===== config.mk =====
export PLATFORM = sky130hd
export DESIGN_NAME = exc_entry_ctrl_flat
export DESIGN_NICKNAME = d
export VERILOG_FILES = /design/src/rtl/cpu_pkg.sv /design/src/rtl/exc_entry_ctrl_if.sv /design/src/rtl/exc_prio_enc.sv /design/src/rtl/exc_entry_ctrl.sv /design/src/flat_wrapper.sv
export SDC_FILE = /design/constraint.sdc
export NUM_CORES = 1
export LEC_CHECK = 0
export ABC_AREA = 1
export BUFFER_PORTS_ARGS = -buffer_cell sky130_fd_sc_hd__buf_4
export CAP_MARGIN = 20
export CORE_MARGIN = 3
export CORE_UTILIZATION = 30
export DETAILED_ROUTE_END_ITERATION = 10
export PLACE_DENSITY = 0.53
export SLEW_MARGIN = 20
export SYNTH_ARGS = -nofsm -noshare
export SYNTH_HDL_FRONTEND = slang
export SYNTH_SLANG_ARGS = --single-unit
export TNS_END_PERCENT = 100

===== constraint.sdc =====
create_clock -name clk -period 3.5 [get_ports clk]
set_input_delay 0.175 -clock clk [delete_from_list [all_inputs] [get_ports clk]]
set_output_delay 0.175 -clock clk [all_outputs]
set_load 0.02 [all_outputs]

===== src/rtl/cpu_pkg.sv =====
// Shared encodings for the exception entry/return sequencer: processor modes,
// exception indices, vector/LR offsets and the sequencer state enum.
package cpu_pkg;

  localparam logic [4:0] MODE_USR = 5'b10000;
  localparam logic [4:0] MODE_FIQ = 5'b10001;
  localparam logic [4:0] MODE_IRQ = 5'b10010;
  localparam logic [4:0] MODE_SVC = 5'b10011;
  localparam logic [4:0] MODE_ABT = 5'b10111;
  localparam logic [4:0] MODE_UND = 5'b11011;

  localparam int NUM_EXC = 6;

  localparam logic [31:0] VEC_OFF_UND  = 32'h0000_0004;
  localparam logic [31:0] VEC_OFF_SVC  = 32'h0000_0008;
  localparam logic [31:0] VEC_OFF_PABT = 32'h0000_000C;
  localparam logic [31:0] VEC_OFF_DABT = 32'h0000_0010;
  localparam logic [31:0] VEC_OFF_IRQ  = 32'h0000_0018;
  localparam logic [31:0] VEC_OFF_FIQ  = 32'h0000_001C;

  localparam logic [31:0] LR_OFF_UND  = 32'd0;
  localparam logic [31:0] LR_OFF_SVC  = 32'd0;
  localparam logic [31:0] LR_OFF_PABT = 32'd4;
  localparam logic [31:0] LR_OFF_DABT = 32'd8;
  localparam logic [31:0] LR_OFF_IRQ  = 32'd4;
  localparam logic [31:0] LR_OFF_FIQ  = 32'd4;

  // Values match the bit positions of exc_req / exc_ack.
  typedef enum logic [2:0] {
    EXC_UND  = 3'd0,
    EXC_SVC  = 3'd1,
    EXC_PABT = 3'd2,
    EXC_DABT = 3'd3,
    EXC_IRQ  = 3'd4,
    EXC_FIQ  = 3'd5
  } exc_idx_e;

  typedef enum logic [2:0] {
    ST_IDLE,
    ST_SWITCH,
    ST_WR_LR,
    ST_WR_PC,
    ST_RET
  } state_e;

  // Rank 0 is the highest priority.
  function automatic exc_idx_e prio_at(input int rank);
    case (rank)
      0:       prio_at = EXC_DABT;
      1:       prio_at = EXC_FIQ;
      2:       prio_at = EXC_IRQ;
      3:       prio_at = EXC_PABT;
      4:       prio_at = EXC_UND;
      default: prio_at = EXC_SVC;
    endcase
  endfunction

  function automatic logic [4:0] exc_mode(input exc_idx_e idx);
    case (idx)
      EXC_UND:  exc_mode = MODE_UND;
      EXC_SVC:  exc_mode = MODE_SVC;
      EXC_PABT: exc_mode = MODE_ABT;
      EXC_DABT: exc_mode = MODE_ABT;
      EXC_IRQ:  exc_mode = MODE_IRQ;
      default:  exc_mode = MODE_FIQ;
    endcase
  endfunction

  function automatic logic [31:0] exc_vec_off(input exc_idx_e idx);
    case (idx)
      EXC_UND:  exc_vec_off = VEC_OFF_UND;
      EXC_SVC:  exc_vec_off = VEC_OFF_SVC;
      EXC_PABT: exc_vec_off = VEC_OFF_PABT;
      EXC_DABT: exc_vec_off = VEC_OFF_DABT;
      EXC_IRQ:  exc_vec_off = VEC_OFF_IRQ;
      default:  exc_vec_off = VEC_OFF_FIQ;
    endcase
  endfunction

  function automatic logic [31:0] exc_lr_off(input exc_idx_e idx);
    case (idx)
      EXC_UND:  exc_lr_off = LR_OFF_UND;
      EXC_SVC:  exc_lr_off = LR_OFF_SVC;
      EXC_PABT: exc_lr_off = LR_OFF_PABT;
      EXC_DABT: exc_lr_off = LR_OFF_DABT;
      EXC_IRQ:  exc_lr_off = LR_OFF_IRQ;
      default:  exc_lr_off = LR_OFF_FIQ;
    endcase
  endfunction

endpackage


===== src/rtl/exc_entry_ctrl_if.sv =====
// Bundle between the core pipeline/register file (master) and the exception
// sequencer (slave).
interface exc_entry_ctrl_if;
  logic [5:0]  exc_req;
  logic [31:0] ret_pc;
  logic        eret_req;
  logic [31:0] eret_pc;
  logic [31:0] spsr_in;

  logic [4:0]  M;
  logic        write_reg;
  logic [3:0]  w_addr;
  logic [31:0] w_data;
  logic        write_pc;
  logic [31:0] pc_data;
  logic        spsr_we;
  logic [31:0] spsr_data;
  logic        i_bit;
  logic        f_bit;
  logic        busy;
  logic [5:0]  exc_ack;
  logic        eret_ack;

  modport master (
    output exc_req, ret_pc, eret_req, eret_pc, spsr_in,
    input  M, write_reg, w_addr, w_data, write_pc, pc_data, spsr_we,
           spsr_data, i_bit, f_bit, busy, exc_ack, eret_ack
  );

  modport slave (
    input  exc_req, ret_pc, eret_req, eret_pc, spsr_in,
    output M, write_reg, w_addr, w_data, write_pc, pc_data, spsr_we,
           spsr_data, i_bit, f_bit, busy, exc_ack, eret_ack
  );
endinterface


===== src/rtl/exc_prio_enc.sv =====
// Masked priority encoder: irq/fiq gated by their mask bits, then the highest
// ranked remaining request is returned one-hot.
module exc_prio_enc
  import cpu_pkg::*;
(
  input  logic [5:0] exc_req,
  input  logic       i_mask,
  input  logic       f_mask,
  output logic [5:0] sel_oh,
  output logic       valid
);

  logic [5:0] masked;

  genvar gi;
  generate
    for (gi = 0; gi < NUM_EXC; gi++) begin : g_mask
      if (gi == int'(EXC_IRQ)) begin : g_irq
        assign masked[gi] = exc_req[gi] & ~i_mask;
      end else if (gi == int'(EXC_FIQ)) begin : g_fiq
        assign masked[gi] = exc_req[gi] & ~f_mask;
      end else begin : g_plain
        assign masked[gi] = exc_req[gi];
      end
    end
  endgenerate

  // Walk from lowest to highest rank so the highest-ranked hit is written last.
  always_comb begin
    sel_oh = '0;
    for (int k = NUM_EXC - 1; k >= 0; k--) begin
      if (masked[prio_at(k)]) begin
        sel_oh = '0;
        sel_oh[prio_at(k)] = 1'b1;
      end
    end
  end

  assign valid = |masked;

endmodule


===== src/rtl/exc_entry_ctrl.sv =====
// Exception entry/return sequencer: owns mode and I/F masks, sequences
// mode switch -> banked r14 write -> PC vector write, and SPSR-driven return.
module exc_entry_ctrl
  import cpu_pkg::*;
#(
  parameter logic [31:0] VEC_BASE = 32'h0000_0000
) (
  input logic              clk,
  input logic              rst,
  exc_entry_ctrl_if.slave  bus
);

  state_e      state_reg, state_next;
  exc_idx_e    exc_sel_reg, exc_sel_next;
  logic [5:0]  exc_oh_reg, exc_oh_next;

  logic [4:0]  m_reg, m_next;
  logic        i_reg, i_next;
  logic        f_reg, f_next;
  logic        spsr_we_reg, spsr_we_next;
  logic [31:0] spsr_data_reg, spsr_data_next;
  logic        write_reg_reg, write_reg_next;
  logic [3:0]  w_addr_reg, w_addr_next;
  logic [31:0] w_data_reg, w_data_next;
  logic        write_pc_reg, write_pc_next;
  logic [31:0] pc_data_reg, pc_data_next;
  logic [5:0]  exc_ack_reg, exc_ack_next;
  logic        eret_ack_reg, eret_ack_next;
  logic        busy_reg, busy_next;

  logic [5:0]  prio_oh;
  logic        prio_valid;
  exc_idx_e    prio_idx;

  exc_prio_enc u_prio (
    .exc_req (bus.exc_req),
    .i_mask  (i_reg),
    .f_mask  (f_reg),
    .sel_oh  (prio_oh),
    .valid   (prio_valid)
  );

  always_comb begin
    prio_idx = EXC_UND;
    for (int k = 0; k < NUM_EXC; k++) begin
      if (prio_oh[k]) begin
        prio_idx = exc_idx_e'(3'(k));
      end
    end
  end

  // Only I/F and the mode field of the SPSR participate in a return.
  logic unused_spsr;
  assign unused_spsr = ^{bus.spsr_in[31:8], bus.spsr_in[5]};

  always_comb begin
    state_next     = state_reg;
    exc_sel_next   = exc_sel_reg;
    exc_oh_next    = exc_oh_reg;
    m_next         = m_reg;
    i_next         = i_reg;
    f_next         = f_reg;
    spsr_we_next   = 1'b0;
    spsr_data_next = spsr_data_reg;
    write_reg_next = 1'b0;
    w_addr_next    = w_addr_reg;
    w_data_next    = w_data_reg;
    write_pc_next  = 1'b0;
    pc_data_next   = pc_data_reg;
    exc_ack_next   = '0;
    eret_ack_next  = 1'b0;
    busy_next      = 1'b0;

    case (state_reg)
      ST_IDLE: begin
        if (prio_valid) begin
          state_next   = ST_SWITCH;
          exc_sel_next = prio_idx;
          exc_oh_next  = prio_oh;
        end else if (bus.eret_req) begin
          state_next = ST_RET;
        end
      end
      ST_SWITCH: begin
        busy_next      = 1'b1;
        m_next         = exc_mode(exc_sel_reg);
        spsr_we_next   = 1'b1;
        spsr_data_next = {24'b0, i_reg, f_reg, 1'b0, m_reg};
        i_next         = 1'b1;
        if (exc_sel_reg == EXC_FIQ) begin
          f_next = 1'b1;
        end
        state_next     = ST_WR_LR;
      end
      ST_WR_LR: begin
        // M already holds the new mode, so r14 resolves to the banked copy.
        busy_next      = 1'b1;
        write_reg_next = 1'b1;
        w_addr_next    = 4'd14;
        w_data_next    = bus.ret_pc + exc_lr_off(exc_sel_reg);
        state_next     = ST_WR_PC;
      end
      ST_WR_PC: begin
        busy_next     = 1'b1;
        write_pc_next = 1'b1;
        pc_data_next  = VEC_BASE + exc_vec_off(exc_sel_reg);
        exc_ack_next  = exc_oh_reg;
        state_next    = ST_IDLE;
      end
      ST_RET: begin
        busy_next     = 1'b1;
        m_next        = bus.spsr_in[4] ? bus.spsr_in[4:0] : MODE_SVC;
        i_next        = bus.spsr_in[7];
        f_next        = bus.spsr_in[6];
        write_pc_next = 1'b1;
        pc_data_next  = bus.eret_pc;
        eret_ack_next = 1'b1;
        state_next    = ST_IDLE;
      end
      default: begin
        state_next = ST_IDLE;
      end
    endcase
  end

  always_ff @(posedge clk or posedge rst) begin
    if (rst) begin
      state_reg     <= ST_IDLE;
      exc_sel_reg   <= EXC_UND;
      exc_oh_reg    <= '0;
      m_reg         <= MODE_SVC;
      i_reg         <= 1'b1;
      f_reg         <= 1'b1;
      spsr_we_reg   <= 1'b0;
      spsr_data_reg <= '0;
      write_reg_reg <= 1'b0;
      w_addr_reg    <= '0;
      w_data_reg    <= '0;
      write_pc_reg  <= 1'b0;
      pc_data_reg   <= '0;
      exc_ack_reg   <= '0;
      eret_ack_reg  <= 1'b0;
      busy_reg      <= 1'b0;
    end else begin
      state_reg     <= state_next;
      exc_sel_reg   <= exc_sel_next;
      exc_oh_reg    <= exc_oh_next;
      m_reg         <= m_next;
      i_reg         <= i_next;
      f_reg         <= f_next;
      spsr_we_reg   <= spsr_we_next;
      spsr_data_reg <= spsr_data_next;
      write_reg_reg <= write_reg_next;
      w_addr_reg    <= w_addr_next;
      w_data_reg    <= w_data_next;
      write_pc_reg  <= write_pc_next;
      pc_data_reg   <= pc_data_next;
      exc_ack_reg   <= exc_ack_next;
      eret_ack_reg  <= eret_ack_next;
      busy_reg      <= busy_next;
    end
  end

  assign bus.M         = m_reg;
  assign bus.i_bit     = i_reg;
  assign bus.f_bit     = f_reg;
  assign bus.spsr_we   = spsr_we_reg;
  assign bus.spsr_data = spsr_data_reg;
  assign bus.write_reg = write_reg_reg;
  assign bus.w_addr    = w_addr_reg;
  assign bus.w_data    = w_data_reg;
  assign bus.write_pc  = write_pc_reg;
  assign bus.pc_data   = pc_data_reg;
  assign bus.exc_ack   = exc_ack_reg;
  assign bus.eret_ack  = eret_ack_reg;
  assign bus.busy      = busy_reg;

endmodule


===== src/flat_wrapper.sv =====
// flat-port wrapper written by rule: the top's interface ports become plain ports
module exc_entry_ctrl_flat import cpu_pkg::*;
#(
  parameter logic [31:0] VEC_BASE = 32'h0000_0000
)
  (clk, rst, bus_exc_req, bus_ret_pc, bus_eret_req, bus_eret_pc, bus_spsr_in, bus_M, bus_write_reg, bus_w_addr, bus_w_data, bus_write_pc, bus_pc_data, bus_spsr_we, bus_spsr_data, bus_i_bit, bus_f_bit, bus_busy, bus_exc_ack, bus_eret_ack);
  exc_entry_ctrl_if bus_i ();
  input logic clk;
  input logic rst;
  input wire logic [$bits(bus_i.exc_req)-1:0] bus_exc_req;
  input wire logic [$bits(bus_i.ret_pc)-1:0] bus_ret_pc;
  input wire logic [$bits(bus_i.eret_req)-1:0] bus_eret_req;
  input wire logic [$bits(bus_i.eret_pc)-1:0] bus_eret_pc;
  input wire logic [$bits(bus_i.spsr_in)-1:0] bus_spsr_in;
  output wire logic [$bits(bus_i.M)-1:0] bus_M;
  output wire logic [$bits(bus_i.write_reg)-1:0] bus_write_reg;
  output wire logic [$bits(bus_i.w_addr)-1:0] bus_w_addr;
  output wire logic [$bits(bus_i.w_data)-1:0] bus_w_data;
  output wire logic [$bits(bus_i.write_pc)-1:0] bus_write_pc;
  output wire logic [$bits(bus_i.pc_data)-1:0] bus_pc_data;
  output wire logic [$bits(bus_i.spsr_we)-1:0] bus_spsr_we;
  output wire logic [$bits(bus_i.spsr_data)-1:0] bus_spsr_data;
  output wire logic [$bits(bus_i.i_bit)-1:0] bus_i_bit;
  output wire logic [$bits(bus_i.f_bit)-1:0] bus_f_bit;
  output wire logic [$bits(bus_i.busy)-1:0] bus_busy;
  output wire logic [$bits(bus_i.exc_ack)-1:0] bus_exc_ack;
  output wire logic [$bits(bus_i.eret_ack)-1:0] bus_eret_ack;
  assign bus_i.exc_req = bus_exc_req;
  assign bus_i.ret_pc = bus_ret_pc;
  assign bus_i.eret_req = bus_eret_req;
  assign bus_i.eret_pc = bus_eret_pc;
  assign bus_i.spsr_in = bus_spsr_in;
  assign bus_M = bus_i.M;
  assign bus_write_reg = bus_i.write_reg;
  assign bus_w_addr = bus_i.w_addr;
  assign bus_w_data = bus_i.w_data;
  assign bus_write_pc = bus_i.write_pc;
  assign bus_pc_data = bus_i.pc_data;
  assign bus_spsr_we = bus_i.spsr_we;
  assign bus_spsr_data = bus_i.spsr_data;
  assign bus_i_bit = bus_i.i_bit;
  assign bus_f_bit = bus_i.f_bit;
  assign bus_busy = bus_i.busy;
  assign bus_exc_ack = bus_i.exc_ack;
  assign bus_eret_ack = bus_i.eret_ack;
  exc_entry_ctrl #(.VEC_BASE(VEC_BASE)) u_core (.clk(clk), .rst(rst), .bus(bus_i));
endmodule

==> flow_summary.toml <==
[finish]
n_antenna_cell = 0
drive_gt1_share_pct = 28.7
final_common_cell = "nand2_1"
syn_to_final_growth_pct = 33.3
final_area_mm2 = 0.00658
final_cell_mix = "nand2_1 (185), buf_4 (173), dfrtp_1 (97)"
finalNetCount = 846

[floorplan]
num_io_pins = 223
core_area_mm2 = 0.0160
die_w_um = 134
die_h_um = 134
die_area_mm2 = 0.0180
num_rows = 46
start_util_pct = 30.8

[synthesis]
synth.ff_latch_count = 101
synth_seq_area_share_pct = 51.4
yosys_warnings = 0
yosys.cell_types.count = 35
yosys.area_share.simple_pct = 25.2
synth_compound_area_share_pct = 9.87
avgSynthCellArea_um2 = 8.62
synth_adder_area_share_pct = 0.913
muxShareOfSynthArea_pct = 0
synth_top_family_by_area = "simple AND/OR/NAND/NOR gates"
synth_cells = 572
synth_xor_area_share_pct = 2.49
synth_area_mm2 = 0.00493

[grt]
grt_start_max_net_pins = 58
grt_pass1_wl_mm = 22.5
first_global_vias = 4439
grt_usage_pct = 15.7
antenna_found_initial = 0
grt-ovfl-total = 0

[sta]
finalSetupViolCount = 0
tightest_slew_ns = 0.724
setup-tns-final_ns = 0
rsz0062_at_grt = "false"
hold_viol = 0
clock.fmax_mhz = 403
finalCritPeriodShare_pct = 70.8
period_minus_slack_ns = 2.48
fin_ws_ns = 1.02
maxSlewHeadroom_pct = 51.7
slew_violations = 0
skew_ns = 0.00602

[status]
status = "finished, final reports clean"

[routing]
ant_nets = 0
dr_wl_met2_mm = 6.72
m1WireLength_mm = 5.97
drc = 0
wl_per_cell_um = 14.7
vias_per_cell = 4.54
top_layer = "met4"
wirelength_mm = 14.1
drtIter0Drc = 162
num_vias = 4356
dr.pass1.iters = 4
met3_length_mm = 1.23

[cts]
root_buffer = "clkbuf_16"
tritoncts = "built"
clockBufferDepth = 2
insertion_delay_ns = 0.35
clkTransAtPathRegs_ns = 0.07
clock_sinks = 101
ctsHtreeMaxLevel = 3
cts-buffers-inserted = 9

[setup_path]
crit_fanout = 6
crit_required_ns = 3.70
worstPathArrival_ns = 2.68
critPathSlowestCell = "dfrtp_1"
worstSetupEndpointType = "register"
worst_setup_path_start_kind = "register"
path_cells = "inv_1 -> o21ai_0 -> ha_1 -> inv_1 -> fa_1 -> nor2_2 -> nand2_1 -> nor2_2 -> xor2_1 -> o21ai_1"
cpPeakStageDelay_ns = 0.43
worstSetupPathType = "register to register"

[placed_design]
hpwl_mm = 10.7
place_ws_ns = 1.06
place_area_mm2 = 0.00626
gp_congestion = 0.853
port_buffers = 170

[hold_path]
hold_class = "primary input to register"

[power_and_ir_drop]
power.leakage_nw = 3.40
ir_drop_v = 0.000333
p_per_area_mw_per_mm2 = 739

[flow_run]
cap_violations = 0
## routing by layer
| layer | vias up | track usage (%) |
|---|---|---|
| li1 | 2121 | - |
| met1 | 2033 | 19.1 |
| met2 | 188 | 26.8 |
| met3 | 14 | 5.51 |
| met4 | 0 | 3.90 |
| met5 | - | 0 |
## path summary, 6_finish.rpt
path,start,slack [ns],cells after the start,to
min in group asynchronous,rst,0.51,3,u_core.bus.pc_data[10]
worst max-delay path,u_core.exc_sel_reg[1],1.02,10,u_core.bus.w_data[12]
worst min register to register,u_core.bus.w_data[2],0.48,2,u_core.bus.w_data[2]
worst min-delay path,bus_ret_pc[1],0.03,3,u_core.bus.w_data[1]
worst max register to register,u_core.exc_sel_reg[1],1.02,10,u_core.bus.w_data[12]
max in group asynchronous,rst,2.08,4,u_core.bus.f_bit
## per-stage QoR
stage               hold WS, ns  cells  util [%]  power, mW
finish                   0.0276    959      41.1       4.86
global route             0.0195    959      41.1       5.23
CTS                     0.00944    959      41.1       4.96
detailed placement        0.370    942      39.1       3.89
global placement          0.349    942      39.1       3.86
floorplan                 0.292    597         -       3.06
## cells in the mapped netlist, drive strengths merged
library cell	n	area share (%)
nor4b	1	0.18
nand3b	9	1.4
nor2	65	5.3
inv	43	3.3
o21ai	33	3.3
xnor2	1	0.18
ha	2	0.51
conb	2	0.15
clkbuf	1	0.076
xor2	13	2.3
o21bai	1	0.15
nand4	3	0.38
nand2	188	15
o22ai	1	0.13
a211oi	1	0.15
dfstp	4	2.1
fa	1	0.41
nor3	4	0.63
dfrtp	97	49
o211ai	2	0.30
nand3	21	2.5
a31oi	5	0.63
or2	2	0.25
buf	43	6.7
a22o	29	5.2
## final cells by class
cell class | instances | area (µm²)
fill | 1636 | 9430
sequential | 101 | 2530
multi-input combinational | 409 | 2000
timing repair buffer | 174 | 1310
tap | 216 | 270
clock buffer | 9 | 225
inverter | 43 | 164
clock inverter | 7 | 77.6
## worst max-delay path, delay by kind of cell (launching register included)
family                     cells  cell delay (ns)
AOI/OAI and AO/OA              2             0.39
xor gates and xnor gates       1             0.17
adders and majority gates      2             0.66
and+or+nand+nor                3             0.54
buffers and inverters          2             0.15
DFF                            1             0.43
## power by group
part	switching (mW)	internal, mW
clock	0.468	0.564
combinational	1.29	0.763
sequential	0.222	1.56
total	1.98	2.88
## kinds of logic after synthesis
logic type                 Yosys count
AOI/OAI and AO/OA                   72
xor gates and xnor gates            14
adders and majority gates            3
buffers and inverters               87
DFF                                101
other                                2
and+or+nand+nor                    293
## timing repair
action                    4_1_cts  5_1_grt
hold buffers                    1        0
resized for setup               0        0
hold endpoints to repair       55        0
buffers inserted                0        0
(Power assumes the default switching activity.)
